<file path="config.mk">
export PLATFORM = sky130hd
export DESIGN_NAME = hazard_ctrl
export DESIGN_NICKNAME = d
export VERILOG_FILES = /design/src/rtl/rv32i_pkg.sv /design/src/rtl/hazard_fwd_sel.sv /design/src/rtl/hazard_ctrl.sv
export SDC_FILE = /design/constraint.sdc
export NUM_CORES = 1
export LEC_CHECK = 0
export ABC_AREA = 0
export CAP_MARGIN = 20
export CORE_MARGIN = 5
export CORE_UTILIZATION = 47
export CTS_CLUSTER_SIZE = 28
export DETAILED_ROUTE_END_ITERATION = 8
export HOLD_SLACK_MARGIN = 0.12
export PLACE_DENSITY_LB_ADDON = 0.05
export SYNTH_ARGS = -nofsm -noshare
export SYNTH_HDL_FRONTEND = slang
export SYNTH_SLANG_ARGS = --single-unit
</file>
<file path="constraint.sdc">
create_clock -name clk -period 2.7 [get_ports clk]
set_input_delay 0.27 -clock clk [delete_from_list [all_inputs] [get_ports clk]]
set_output_delay 0.27 -clock clk [all_outputs]
set_load 0.1 [all_outputs]
</file>
<file path="src/rtl/rv32i_pkg.sv">
// Shared RV32I pipeline types: operand forward selects and hazard FSM states.
package rv32i_pkg;

  typedef enum logic [1:0] {
    FWD_RF  = 2'd0,
    FWD_EX  = 2'd1,
    FWD_MEM = 2'd2,
    FWD_WB  = 2'd3
  } fwd_sel_t;

  typedef enum logic {
    RUN  = 1'b0,
    HOLD = 1'b1
  } hz_state_t;

endpackage

</file>
<file path="src/rtl/hazard_fwd_sel.sv">
// Per-operand hazard detect and forward-source select. Purely combinational.
// A hazard-blocked operand or x0 always reads the regfile path.
module hazard_fwd_sel
  import rv32i_pkg::*;
(
  input  logic [4:0]  rs_i,
  input  logic        rs_used_i,
  input  logic        dec_clk_en_i,
  input  logic [4:0]  ex_rd_i,
  input  logic        ex_prod_i,
  input  logic        ex_rd_valid_i,
  input  logic [4:0]  mem_rd_i,
  input  logic        mem_prod_i,
  input  logic        mem_rd_valid_i,
  input  logic [4:0]  wb_rd_i,
  input  logic        wb_w_en_i,
  input  logic [31:0] pending_i,
  output logic        hazard_o,
  output logic [1:0]  fwd_sel_o
);

  logic     nz, ex_hit, mem_hit, wb_hit, pend_hit;
  fwd_sel_t sel;

  // Match each in-flight writer against the operand and pick the youngest valid one.
  always_comb begin
    nz       = (rs_i != 5'd0);
    ex_hit   = ex_prod_i && (ex_rd_i == rs_i);
    mem_hit  = mem_prod_i && (mem_rd_i == rs_i);
    wb_hit   = wb_w_en_i && (wb_rd_i == rs_i);
    // A pending bit being retired by WB this cycle is bypassed, not stalled on.
    pend_hit = pending_i[rs_i] && !wb_hit;
    hazard_o = dec_clk_en_i && rs_used_i && nz &&
               ((ex_hit && !ex_rd_valid_i) || pend_hit);
    sel = FWD_RF;
    if (nz && !hazard_o) begin
      if (ex_hit && ex_rd_valid_i)        sel = FWD_EX;
      else if (mem_hit && mem_rd_valid_i) sel = FWD_MEM;
      else if (wb_hit)                    sel = FWD_WB;
    end
    fwd_sel_o = sel;
  end

endmodule

</file>
<file path="src/rtl/hazard_ctrl.sv">
// Operand-hazard controller for the execute stage: 32-entry pending-writeback
// scoreboard, load/CSR-use stall with watchdog, and rs1/rs2 forward selects.
// Optional build macro HAZARD_PERF_EN adds stall / forward event counters.
module hazard_ctrl
  import rv32i_pkg::*;
#(
  parameter int HOLD_MAX = 64
) (
  input  logic        clk,
  input  logic        rstn,
  input  logic [4:0]  dec_rs1,
  input  logic [4:0]  dec_rs2,
  input  logic        dec_rs1_used,
  input  logic        dec_rs2_used,
  input  logic        dec_clk_en,
  input  logic [4:0]  ex_rd,
  input  logic        ex_rd_w_en,
  input  logic        ex_rd_valid,
  input  logic        ex_clk_en,
  input  logic [4:0]  mem_rd,
  input  logic        mem_rd_w_en,
  input  logic        mem_rd_valid,
  input  logic        mem_clk_en,
  input  logic [4:0]  wb_rd,
  input  logic        wb_w_en,
  input  logic        flush,
  output logic        force_stall,
  output logic [1:0]  fwd_rs1_sel,
  output logic [1:0]  fwd_rs2_sel,
  output logic [31:0] pending,
  output logic        hazard_timeout
`ifdef HAZARD_PERF_EN
  ,
  output logic [31:0] perf_stall_cycles,
  output logic [31:0] perf_fwd_events
`endif
);

  localparam int                CNT_W   = $clog2(HOLD_MAX + 1);
  localparam logic [CNT_W-1:0]  CNT_MAX = CNT_W'(HOLD_MAX);

  hz_state_t        state_q;
  logic [CNT_W-1:0] stall_cnt_q;
  logic [31:0]      pending_q, pending_d;
  logic             timeout_q;
  logic             ex_prod, mem_prod, hz_rs1, hz_rs2, hazard;

  assign ex_prod  = ex_clk_en && ex_rd_w_en && (ex_rd != 5'd0);
  assign mem_prod = mem_clk_en && mem_rd_w_en && (mem_rd != 5'd0);

  hazard_fwd_sel u_rs1 (
    .rs_i(dec_rs1), .rs_used_i(dec_rs1_used), .dec_clk_en_i(dec_clk_en),
    .ex_rd_i(ex_rd), .ex_prod_i(ex_prod), .ex_rd_valid_i(ex_rd_valid),
    .mem_rd_i(mem_rd), .mem_prod_i(mem_prod), .mem_rd_valid_i(mem_rd_valid),
    .wb_rd_i(wb_rd), .wb_w_en_i(wb_w_en), .pending_i(pending_q),
    .hazard_o(hz_rs1), .fwd_sel_o(fwd_rs1_sel)
  );

  hazard_fwd_sel u_rs2 (
    .rs_i(dec_rs2), .rs_used_i(dec_rs2_used), .dec_clk_en_i(dec_clk_en),
    .ex_rd_i(ex_rd), .ex_prod_i(ex_prod), .ex_rd_valid_i(ex_rd_valid),
    .mem_rd_i(mem_rd), .mem_prod_i(mem_prod), .mem_rd_valid_i(mem_rd_valid),
    .wb_rd_i(wb_rd), .wb_w_en_i(wb_w_en), .pending_i(pending_q),
    .hazard_o(hz_rs2), .fwd_sel_o(fwd_rs2_sel)
  );

  assign hazard         = hz_rs1 || hz_rs2;
  // A flush while holding kills the stalled instruction, so the stall drops at once.
  assign force_stall    = hazard && !((state_q == HOLD) && flush);
  assign pending        = pending_q;
  assign hazard_timeout = timeout_q;

  // Scoreboard next state: WB retires a bit, an EX producer without data sets one (set wins).
  always_comb begin
    pending_d = pending_q;
    if (wb_w_en && (wb_rd != 5'd0)) pending_d[wb_rd] = 1'b0;
    if (ex_prod && !ex_rd_valid)    pending_d[ex_rd] = 1'b1;
  end

  // Stall FSM, stall watchdog and scoreboard register.
  always_ff @(posedge clk or negedge rstn) begin
    if (!rstn) begin
      state_q     <= RUN;
      stall_cnt_q <= '0;
      timeout_q   <= 1'b0;
      pending_q   <= '0;
    end else begin
      pending_q <= pending_d;
      case (state_q)
        RUN: begin
          if (hazard && !flush) begin
            state_q     <= HOLD;
            stall_cnt_q <= CNT_W'(1);
          end
        end
        HOLD: begin
          if (flush || !hazard) begin
            state_q     <= RUN;
            stall_cnt_q <= '0;
          end else if (stall_cnt_q == CNT_MAX) begin
            // Writeback never arrived: flag it and drop the scoreboard to unwedge the pipe.
            timeout_q   <= 1'b1;
            pending_q   <= '0;
            state_q     <= RUN;
            stall_cnt_q <= '0;
          end else begin
            stall_cnt_q <= stall_cnt_q + CNT_W'(1);
          end
        end
        default: begin
          state_q     <= RUN;
          stall_cnt_q <= '0;
        end
      endcase
    end
  end

`ifdef HAZARD_PERF_EN
  logic [31:0] perf_stall_q, perf_fwd_q;

  // Free-running event counters, wrapping at 2^32.
  always_ff @(posedge clk or negedge rstn) begin
    if (!rstn) begin
      perf_stall_q <= '0;
      perf_fwd_q   <= '0;
    end else begin
      if (force_stall) perf_stall_q <= perf_stall_q + 32'd1;
      if ((fwd_rs1_sel != 2'd0) || (fwd_rs2_sel != 2'd0)) perf_fwd_q <= perf_fwd_q + 32'd1;
    end
  end

  assign perf_stall_cycles = perf_stall_q;
  assign perf_fwd_events   = perf_fwd_q;
`endif

endmodule

</file>
Word-level counts from Yosys, hierarchy flattened
Cells that the tools add are included.
{ "totals": {"memories": 0, "ramBits": 0, "wordCells": 104, "latchBits": 0, "ff_bits": 41, "input_bits": 38, "mem_bits_ro": 0} }
{ "classes": {"reduce_logical": 51, "magnitude_cmp": 6, "n_addsub": 1, "eq_ne": 8, "div": 0, "bitwise_logic": 5, "shift": 0, "muxes": 29, "multipliers": 0} }
{ "op_table": {"columns": ["cell", "count"], "rows": [
  ["$mux 32", 5],
  ["$logic_and 1x1->1", 33],
  ["$and 32x32->32", 1],
  ["$not 32->32", 1],
  ["$or 32x32->32", 1],
  ["$eq 5x5->1", 6],
  ["$reduce_bool 5->1", 5],
  ["$lt 5x6->1 const B", 4],
  ["$mux 7", 3],
  ["$mux 2", 8],
  ["$pmux 7 s2", 1],
  ["$bmux 1 s5", 2],
  ["$demux 1 s5", 2],
  ["$ge 5x1->1 const B", 2],
  ["$logic_not 1->1", 8],
  ["$add 7x1->7 const B", 1],
  ["$eq 7x7->1 const B", 1],
  ["$mux 1", 7],
  ["$logic_or 1x1->1", 4],
  ["$reduce_and 3->1", 1],
  ["$ne 2x2->1 const B", 1],
  ["$not 1->1", 2],
  ["$pmux 1 s2", 1]
]} }

Longest topological paths before layout
Gate-level depths: netlist of the first run.
{ "logic_depth": {"word_depth": 12, "depth_mapped": 12} }

By module
Synthesis of the first run repeated with hierarchy kept, for this count alone.
{ "unflattened": {"hier_cells": 360, "hier_area_um2": 3259.4} }
{ "by_module_without_submodules": {"columns": ["mod", "area_each_um2", "instances", "cells_each"], "rows": [
  ["hazard_ctrl", 2099.5, 1, 222],
  ["hazard_fwd_sel (u_rs2)", 583.1, 1, 69],
  ["hazard_fwd_sel (u_rs1)", 576.8, 1, 69]
]} }

Worst setup path after synthesis of the first run
No wires, ideal clock.
{ "synth_timing": {"path_kind": "reg2out", "startpoint": "register pending_q[9], in the netlist pending[9]", "endpoint": "output port fwd_rs1_sel[1]", "stages_incl_launch_ff": 8, "t_arrival_ns": 4.608, "path_slack_ns": -2.178, "required_time_ns": 2.430, "cell_sequence": "dfrtp_1 -> mux4_1 -> mux2_4 -> a2111oi_2 -> nor4b_2 -> a31oi_4 -> nand2_1 -> a211oi_1"} }
{ "synth_between": {"elab_chain_len": 8} }
{ "synth_rtl": {"columns": ["element", "line", "source"], "rows": [
  ["from (decl)", "hazard_ctrl.sv:44", "logic [31:0] pending_q, pending_d;"],
  ["from (signal assigned)", "hazard_ctrl.sv:88", "pending_q <= pending_d;"],
  ["$bmux 1 s5", "hazard_fwd_sel.sv:32", "pend_hit = pending_i[rs_i] && !wb_hit;"],
  ["$mux 1 (implied by the code)", "hazard_fwd_sel.sv:32", null],
  ["$logic_and 1x1->1", "hazard_fwd_sel.sv:32", null],
  ["$logic_or 1x1->1", "hazard_fwd_sel.sv:34", "((ex_hit && !ex_rd_valid_i) || pend_hit);"],
  ["$logic_and 1x1->1", "hazard_fwd_sel.sv:33", "hazard_o = dec_clk_en_i && rs_used_i && nz &&"],
  ["$logic_not 1->1", "hazard_fwd_sel.sv:36", "if (nz && !hazard_o) begin"],
  ["$logic_and 1x1->1", "hazard_fwd_sel.sv:36", null],
  ["$mux 2", "hazard_fwd_sel.sv:36", null],
  ["to (decl)", "hazard_ctrl.sv:28", "output logic [1:0] fwd_rs1_sel,"]
]} }
Every way passes these cells. The select of a mux whose other input is x is not followed.

Final worst setup path of the first run
{ "layout_timing": {"startpoint": "register pending_q[11], in the netlist pending[11]", "endpoint": "output port fwd_rs1_sel[1]"} }
Same word-level chain as after synthesis.

==> results of run 1 <==
-- worst min-delay path by stage --
stage	to	startpoint	slack, ps
after floorplan	hazard_timeout	rstn	-30
final	stall_cnt_q[6]	rstn	120
after global routing	stall_cnt_q[6]	rstn	200
after CTS	stall_cnt_q[6]	rstn	140
after detailed placement	hazard_timeout	hazard_timeout	450
after global placement	hazard_timeout	hazard_timeout	450
-- through the flow --
step | area (um2) | setup slack [ps] | std cells | setup TNS, ps
finish | 5094 | -316.4 | 590 | -5978
global route | 5094 | -403.2 | 590 | -9863
CTS | 4972 | -364.0 | 587 | -5607
detailed placement | 4783 | -476.7 | 575 | -17770
global placement | 4783 | -447.2 | 575 | -17320
floorplan | 3550 | -497.0 | 361 | -1349
-- flip-flops by register name, indices dropped and copies added, names as in the netlist --
register and count:
hazard_timeout 1, pending 32, stall_cnt_q 7, state_q 1
-- kinds of logic (layout without fill, tap and decap cells) --
family | after synthesis | after routing
buffers and inverters | 37 | 166
AO/OA/AOI/OAI | 62 | 62
multiplexers | 24 | 24
XOR/XNOR | 31 | 31
flip-flops | 41 | 41
AND/OR/NAND/NOR | 164 | 165
adder cells (fa/ha/maj) | 2 | 2
-- critical path, stage by stage (launching register included) --
cell	delay, ps
dfrtp_4	490
mux4_2	480
mux2_4	300
a2111oi_4	370
nor4b_4	100
a31oi_4	190
nand2_2	110
a211oi_4	200
buf_12	210
-- per-layer routing --
| layer | up-vias | GRT usage | part of all wire |
|---|---|---|---|
| li1 | 1545 | - | - |
| met1 | 1610 | 0.3294 | 0.41 |
| met2 | 177 | 0.4192 | 0.47 |
| met3 | 24 | 0.06630 | 0.091 |
| met4 | 0 | 0.1058 | 0.024 |
| met5 | - | 0 | 0 |
-- power breakdown --
group | internal, mW | total [mW] | switching, mW
Clock | 0.302 | 0.525 | 0.223
Sequential | 0.699 | 0.776 | 0.0771
Combinational | 0.380 | 1.12 | 0.738
-- timing repair --
item | CTS | global route
setup endpoints to repair | 40 | 46
pin swaps | 9 | 5
gates cloned | 1 | 1
hold buffers | 0 | 0
gates resized for setup | 11 | 19
buffers inserted | 3 | 2
hold endpoints to repair | 0 | 0
-- layout make-up --
| type | count | share of cell area |
|---|---|---|
| Inverter | 10 | 0.007369 |
| Clock buffer | 7 | 0.01695 |
| Multi-Input combinational cell | 284 | 0.4640 |
| Timing Repair Buffer | 148 | 0.2673 |
| Sequential cell | 41 | 0.2142 |
| Tap cell | 99 | 0.02432 |
| Clock inverter | 1 | 0.005895 |
-- cell usage in the layout (no fill, tap or decap), types with 12 or more instances in the layout --
master,count
a22oi_1,31
buf_4,96
clkdlybuf4s50_1,31
dfrtp_2,22
mux4_2,12
nand2_1,46
nor2_1,16
nor2_4,30
nor3_1,12
xor2_1,23
==> flow_metrics.py, run 1 <==
metrics = {
    "outcome": {
        "status": "complete, but fails checks",
        "violations": "setup timing",
    },
    "die": {
        "core_mm2": 0.007176,
        "initial_core_util": 0.4772,
        "dieHeight_um": 95.36,
        "dieArea_mm2": 0.009094,
        "pin_count": 76,
        "die_w_um": 95.36,
        "rows": 31,
    },
    "setup_path": {
        "required_ps": 2430,
        "startpoint": "pending[11]",
        "crit_path_end_kind": "primary output",
        "critPathArrivalTime_ps": 2750,
        "reg2reg_from": "pending[11]",
        "startpoint_type": "register",
        "path_class": "register to primary output",
        "r2r-end": "stall_cnt_q[3]",
        "rr_worst_depth": 11,
        "r2r_slack_ps": -210,
        "cp-endpoint": "fwd_rs1_sel[1]",
        "cp_max_fo": 3,
    },
    "clock_network": {
        "tritoncts": "yes",
        "cts-root-buf": "clkbuf_8",
        "h-tree-depth": 2,
        "cts.clk_slew.worst_paths_ps": 80,
        "cts_sinks": 41,
        "cts-buffers-inserted": 5,
        "clk_latency_ps": 290,
        "clk_path_buf_depth": 2,
    },
    "synthesis": {
        "synth_compound_gate_area_share": 0.1388,
        "synthFlopType": "dfrtp_1",
        "synthTopCellsByCount": "nand2_1, dfrtp_1, a22oi_1",
        "synth.distinct_cells": 51,
        "yosys_warnings": 0,
        "synth_top_area_cell": "dfrtp_1",
        "netlist.area_leader.share": 0.2996,
        "synth-seq-cells": 41,
        "synthArstFlopShare": 1.000,
        "ys_seq_area_frac": 0.2996,
        "synthSimpleGateAreaFrac": 0.2967,
        "netlist_area_mm2": 0.003425,
        "synth_adder_area_share": 0.007307,
        "synth_most_common_cell": "nand2_1",
        "synth_top_family_by_area": "simple AND/OR/NAND/NOR gates",
        "synth_area_per_cell_um2": 9.486,
        "synth_mux_area_frac": 0.1180,
        "yosys-top-cells-area": "dfrtp_1, nor2_4, mux4_2",
        "synthesis.nets": 401,
        "syn_inst": 361,
        "synth_edf_count": 0,
        "synth-xor-area-share": 0.07928,
    },
    "route": {
        "drt_iter0_markers": 265,
        "vias": 3356,
        "first_pass_iters": 5,
        "drc": 0,
        "via_per_inst": 5.688,
        "avgRoutedWirePerCell_um": 19.08,
        "drt-total-wl_um": 11260,
        "ant_nets": 0,
    },
    "timing": {
        "finClkSkew_ps": 6.610,
        "period_minus_slack_ps": 3016,
        "period_share": 1.117,
        "drv_slew": 0,
        "hold_viol_final": 0,
        "setup_violations": 41,
        "worst_pin_slew_ps": 958.0,
        "worst_slack_ps": -316.4,
        "relSlewSlack": 0.3613,
        "whs_ps": 117.6,
        "rsz0062_at_grt": "true",
        "fmax_mhz": 331.5,
    },
    "grt": {
        "antenna_found_initial": 0,
        "grt_max_degree": 42,
        "grt_use_total": 0.2592,
        "overflow": 0,
        "grt_pass1_wl_um": 18020,
        "grt_pass1_vias": 3553,
    },
    "place": {
        "place_congestion": 0.8942,
        "dp_hpwl_um": 8322,
        "portBuffers": 75,
    },
    "finish": {
        "nNetsFinal": 530,
        "multi_input_area_mm2": 0.002364,
        "drive_gt1_frac": 0.4664,
        "register_area_mm2": 0.001091,
        "final_util": 0.7099,
        "area_growth_syn_to_layout_pct": 48.74,
        "nFillCells": 556,
        "n_antenna_cell": 0,
    },
    "min_path": {
        "hp-class": "input pin to async pin",
    },
    "job": {
        "cap_viol_max_count": 0,
    },
    "power": {
        "power.leakage_nw": 2.123,
        "peakVddDrop_uv": 412.2,
        "total_power_mw": 2.419,
        "power_density_mw_per_mm2": 474.8,
    },
}
No activity file was read; power rests on OpenSTA's default activity.
==> inputs of run 2 (changes only) <==
- REMOVE_ABC_BUFFERS: unset -> 1
==> flow_metrics.py, run 2 (synthesized netlist as in run 1, its figures left out) <==
metrics = {
    "outcome": {
        "status": "complete, but fails checks",
        "violations": "setup timing",
    },
    "finish": {
        "area_growth_syn_to_layout_pct": 46.25,
        "nFillCells": 547,
        "mostFrequentLayoutCells": "buf_4, nand2_1, dfrtp_1, clkdlybuf4s50_1",
        "nNetsFinal": 539,
        "n_antenna_cell": 0,
        "final_area_mm2": 0.005009,
        "largest_register_ffs": 32,
        "final_common_cell": "buf_4",
        "drive_gt1_frac": 0.3940,
    },
    "setup_path": {
        "required_ps": 2430,
        "cp_max_fo": 2,
        "cp_cell_sequence": "mux4_2 -> mux2_4 -> a2111oi_4 -> nor4b_4 -> a31oi_4 -> nand2_2 -> a211oi_2 -> buf_4 -> buf_12",
        "path_class": "register to primary output",
        "crit_path_end_kind": "primary output",
        "cp_slowest_cell": "mux4_2",
        "critPathMaxStageDelay_ps": 460,
        "critPathArrivalTime_ps": 2610,
        "startpoint_type": "register",
    },
    "timing": {
        "rsz0062_at_grt": "true",
        "whs_ps": 72.98,
        "hold_viol_final": 0,
        "setup_violations": 26,
        "worst_pin_slew_ps": 915.2,
        "period_share": 1.066,
        "drv_slew": 0,
        "relSlewSlack": 0.3899,
        "fmax_mhz": 347.4,
        "finClkSkew_ps": 8.788,
        "worst_slack_ps": -178.6,
        "period_minus_slack_ps": 2879,
    },
    "route": {
        "drc": 0,
        "ant_nets": 0,
        "drt_iter0_markers": 234,
        "avgRoutedWirePerCell_um": 18.54,
        "drt-total-wl_um": 11110,
        "first_pass_iters": 5,
        "vias": 3436,
        "via_per_inst": 5.736,
    },
    "die": {
        "dieArea_mm2": 0.009094,
        "initial_core_util": 0.4772,
        "core_mm2": 0.007176,
        "die_w_um": 95.36,
        "dieHeight_um": 95.36,
        "pin_count": 76,
        "rows": 31,
    },
    "grt": {
        "grt_pass1_wl_um": 17310,
        "grt_pass1_vias": 3471,
        "grt_max_degree": 42,
        "grt_use_total": 0.2462,
        "antenna_found_initial": 0,
        "overflow": 0,
    },
    "clock_network": {
        "tritoncts": "yes",
        "cts.clk_slew.worst_paths_ps": 90,
        "clk_latency_ps": 300,
        "h-tree-depth": 2,
        "clk_path_buf_depth": 2,
        "cts-buffers-inserted": 5,
        "cts_sinks": 41,
        "cts-root-buf": "clkbuf_8",
    },
    "place": {
        "place_congestion": 0.9104,
        "portBuffers": 75,
        "dp_slack_ps": -588.4,
        "dpl_cell_area_mm2": 0.004688,
        "dp_hpwl_um": 8419,
    },
    "power": {
        "total_power_mw": 2.406,
        "peakVddDrop_uv": 339.3,
        "power.leakage_nw": 2.196,
        "power_density_mw_per_mm2": 480.3,
    },
    "job": {
        "cap_viol_max_count": 0,
    },
    "min_path": {
        "hp-class": "input pin to async pin",
    },
}
-- run 2: where the power goes --
part | switching (mW) | internal, mW
Clock | 0.227 | 0.278
Sequential | 0.0656 | 0.680
Combinational | 0.752 | 0.403
-- run 2: what timing repair did --
item / in CTS / in global routing
hold buffers: 0 / 0
pin swaps: 11 / 0
setup buffers: 9 / 1
resized for setup: 25 / 5
cloned: 0 / 2
setup endpoints to repair: 46 / 39
-- run 2: area by class of cell --
class                           instances  area (um2)  share of cell area
Inverter                               10       37.54            0.007494
Tap cell                               99       123.9             0.02473
Clock inverter                          2       38.79            0.007744
Multi-Input combinational cell        284        2285              0.4562
Timing Repair Buffer                  157        1425              0.2845
Clock buffer                            6       72.57             0.01449
Sequential cell                        41        1026              0.2048
-- run 2: path summary, 6_finish.rpt --
path,cells after the start,slack [ps],startpoint,to
hold / removal,1,70,rstn,stall_cnt_q[2]
hold reg to reg,1,480,hazard_timeout,hazard_timeout
setup / recovery,9,-180,pending[10],fwd_rs1_sel[1]
setup reg to reg,11,40,pending[10],pending[31]
max in group asynchronous,1,2020,rstn,pending[9]
min in group clk,1,480,hazard_timeout,hazard_timeout
-- run 2: metrics by stage --
stage / TNS, ps / instances / util
2_1_floorplan: -24310 / 334 / -
3_3_place_gp: -21020 / 579 / 0.6534
3_5_place_dp: -23470 / 579 / 0.6534
4_1_cts: -890.9 / 596 / 0.6889
5_1_grt: -3534 / 599 / 0.6980
6_report: -1279 / 599 / 0.6980
-- run 2: critical path, delay by kind of cell, from the launching register on --
| kind | cells | cell delay [ps] |
|---|---|---|
| multiplexers | 2 | 750 |
| AO/OA/AOI/OAI | 3 | 680 |
| flip-flops | 1 | 400 |
| buffers and inverters | 2 | 310 |
| AND/OR/NAND/NOR | 2 | 170 |
-- run 2: layer usage --
| metal | vias up | global-route usage | share of wire |
|---|---|---|---|
| met3 | 29 | 0.04420 | 0.074 |
| met4 | 0 | 0.08654 | 0.024 |
| met2 | 170 | 0.4111 | 0.48 |
| li1 | 1571 | - | - |
| met1 | 1666 | 0.3194 | 0.43 |
| met5 | - | 0 | 0 |
==> inputs of run 3 (changes only) <==
- CORE_UTILIZATION: 47 -> 31
==> flow_metrics.py, run 3 (synthesized netlist as in run 1, its figures left out) <==
metrics = {
    "setup_path": {
        "critPathTopFamily": "multiplexers",
        "cp_slowest_cell": "mux4_2",
        "critPathMaxStageDelay_ps": 460,
        "crit_cells": 9,
        "required_ps": 2430,
        "startpoint_type": "register",
        "critPathArrivalTime_ps": 2640,
        "rr_worst_depth": 11,
        "reg2reg_from": "pending[11]",
        "path_class": "register to primary output",
        "cp_cell_sequence": "mux4_2 -> mux2_4 -> a2111oi_4 -> nor4b_4 -> a31oi_4 -> nand2_2 -> a211oi_2 -> buf_4 -> buf_12",
        "startpoint": "pending[11]",
        "cp_max_fo": 3,
        "crit_path_end_kind": "primary output",
        "cp_num_buf_inv": 2,
    },
    "route": {
        "ant_nets": 0,
        "vias": 3294,
        "drt_iter0_markers": 198,
        "drc": 0,
        "first_pass_iters": 4,
        "drt-total-wl_um": 12170,
        "avgRoutedWirePerCell_um": 18.69,
        "via_per_inst": 5.060,
    },
    "finish": {
        "area_growth_syn_to_layout_pct": 50.93,
        "nFillCells": 1062,
        "instances_no_fill": 651,
        "nNetsFinal": 550,
        "final_common_cell": "buf_4",
        "n_antenna_cell": 0,
        "largest_register_ffs": 32,
        "mostFrequentLayoutCells": "buf_4, nand2_1, dfrtp_1, nor2_4, a22oi_1",
        "drive_gt1_frac": 0.4168,
    },
    "grt": {
        "use_met1": 0.2423,
        "antenna_found_initial": 0,
        "busiest_layer": "met2",
        "grt_pass1_vias": 3430,
        "use_met2": 0.3117,
        "grt_pass1_wl_um": 18850,
        "grtUsageMet3": 0.04105,
        "overflow": 0,
        "grt_max_degree": 42,
        "grt_use_total": 0.1844,
    },
    "clock_network": {
        "cts_sinks": 41,
        "cts.clk_slew.worst_paths_ps": 90,
        "cts-root-buf": "clkbuf_8",
        "h-tree-depth": 2,
        "clk_latency_ps": 300,
        "tritoncts": "yes",
        "cts-buffers-inserted": 5,
        "clk_path_buf_depth": 2,
    },
    "die": {
        "dieHeight_um": 115.1,
        "core_mm2": 0.01084,
        "initial_core_util": 0.3159,
        "die_w_um": 115.1,
        "pin_count": 76,
        "dieArea_mm2": 0.01325,
        "rows": 38,
    },
    "power": {
        "total_power_mw": 2.355,
        "peakVddDrop_uv": 328.2,
        "power_density_mw_per_mm2": 455.7,
        "power.leakage_nw": 2.269,
    },
    "place": {
        "dp.cells": 631,
        "portBuffers": 75,
        "dp_hpwl_um": 9435,
        "place_congestion": 0.8417,
    },
    "timing": {
        "worst_slack_ps": -206.7,
        "period_minus_slack_ps": 2907,
        "hold_viol_final": 0,
        "setup_violations": 11,
        "fmax_mhz": 344.0,
        "rsz0062_at_grt": "true",
        "period_share": 1.077,
        "drv_slew": 0,
        "worst_pin_slew_ps": 546.1,
        "finClkSkew_ps": 4.507,
        "relSlewSlack": 0.6326,
    },
    "min_path": {
        "hp-class": "input pin to async pin",
    },
    "outcome": {
        "violations": "setup timing",
        "status": "complete, but fails checks",
    },
    "job": {
        "cap_viol_max_count": 0,
    },
}
-- run 3: changes by cell type in the layout (fill, tap and decap cells not counted), sizes merged --
cell	delta
inv	+1
bufinv	-1
dlymetal6s2s	+2
buf	+10
clkbuf	-1
clkinvlp	+1
dlygate4sd2	+1
dlygate4sd3	+1
clkdlybuf4s50	-3
-- run 3: path summary, 6_finish.rpt --
check	end	slack, ps
worst max-delay path	fwd_rs1_sel[1]	-210
worst min register to register	hazard_timeout	480
max in group asynchronous	pending[7]	1950
min in group clk	hazard_timeout	480
worst min-delay path	stall_cnt_q[1]	320
worst max register to register	pending[20]	-10
-- run 3: metal layers --
| layer | share of wire | up-vias |
|---|---|---|
| met5 | 0 | - |
| met4 | 0.011 | 0 |
| met3 | 0.058 | 13 |
| met2 | 0.49 | 93 |
| met1 | 0.44 | 1601 |
| li1 | - | 1587 |
-- run 3: stage by stage --
step / hold slack, ps / utilization / TNS [ps] / area [um2] / setup WS [ps]
2_1_floorplan: -25.59 / - / -24310 / 3256 / -2178
3_3_place_gp: 453.6 / 0.4425 / -21290 / 4797 / -640.4
3_5_place_dp: 469.1 / 0.4425 / -21610 / 4797 / -642.0
4_1_cts: 146.7 / 0.4617 / -749.1 / 5005 / -218.1
5_1_grt: 312.1 / 0.4768 / -3459 / 5169 / -325.6
6_report: 316.9 / 0.4768 / -710.2 / 5169 / -206.7
-- run 3: worst reg2reg max path, stage by stage (launching register included) --
cell and delay (ps):
dfrtp_1 410, mux4_2 470, mux2_4 290, a2111oi_4 350, nor4b_4 90, a31oi_4 190, buf_4 140, buf_6 90
a21oi_4 60, and3_4 250, clkbuf_16 210, nor2_4 100
-- run 3: cell type report --
type                    count  area (um2)  share of cell area
clock buffers               5       68.82             0.01331
clock inverters             3       21.27            0.004115
inverters                  10       37.54            0.007262
multi-input cells         284        2312              0.4473
flip-flops and latches     41        1026              0.1985
well taps                 140       175.2             0.03389
repair buffers            168        1528              0.2956
-- run 3: where the power goes --
part           total (mW)  leakage (nW)  internal (mW)  switching (mW)
Sequential          0.751         0.554          0.680          0.0707
Clock               0.426        0.0445          0.184           0.242
Combinational        1.18          1.67          0.419           0.760
Total                2.36          2.27           1.28            1.07
-- run 3: timing repair --
action | 4_1_cts | 5_1_grt
resized for setup | 27 | 18
gates cloned | 0 | 2
hold buffers | 0 | 1
pin swaps | 6 | 2
hold endpoints to repair | 0 | 41
setup endpoints to repair | 43 | 36
buffers inserted | 4 | 4
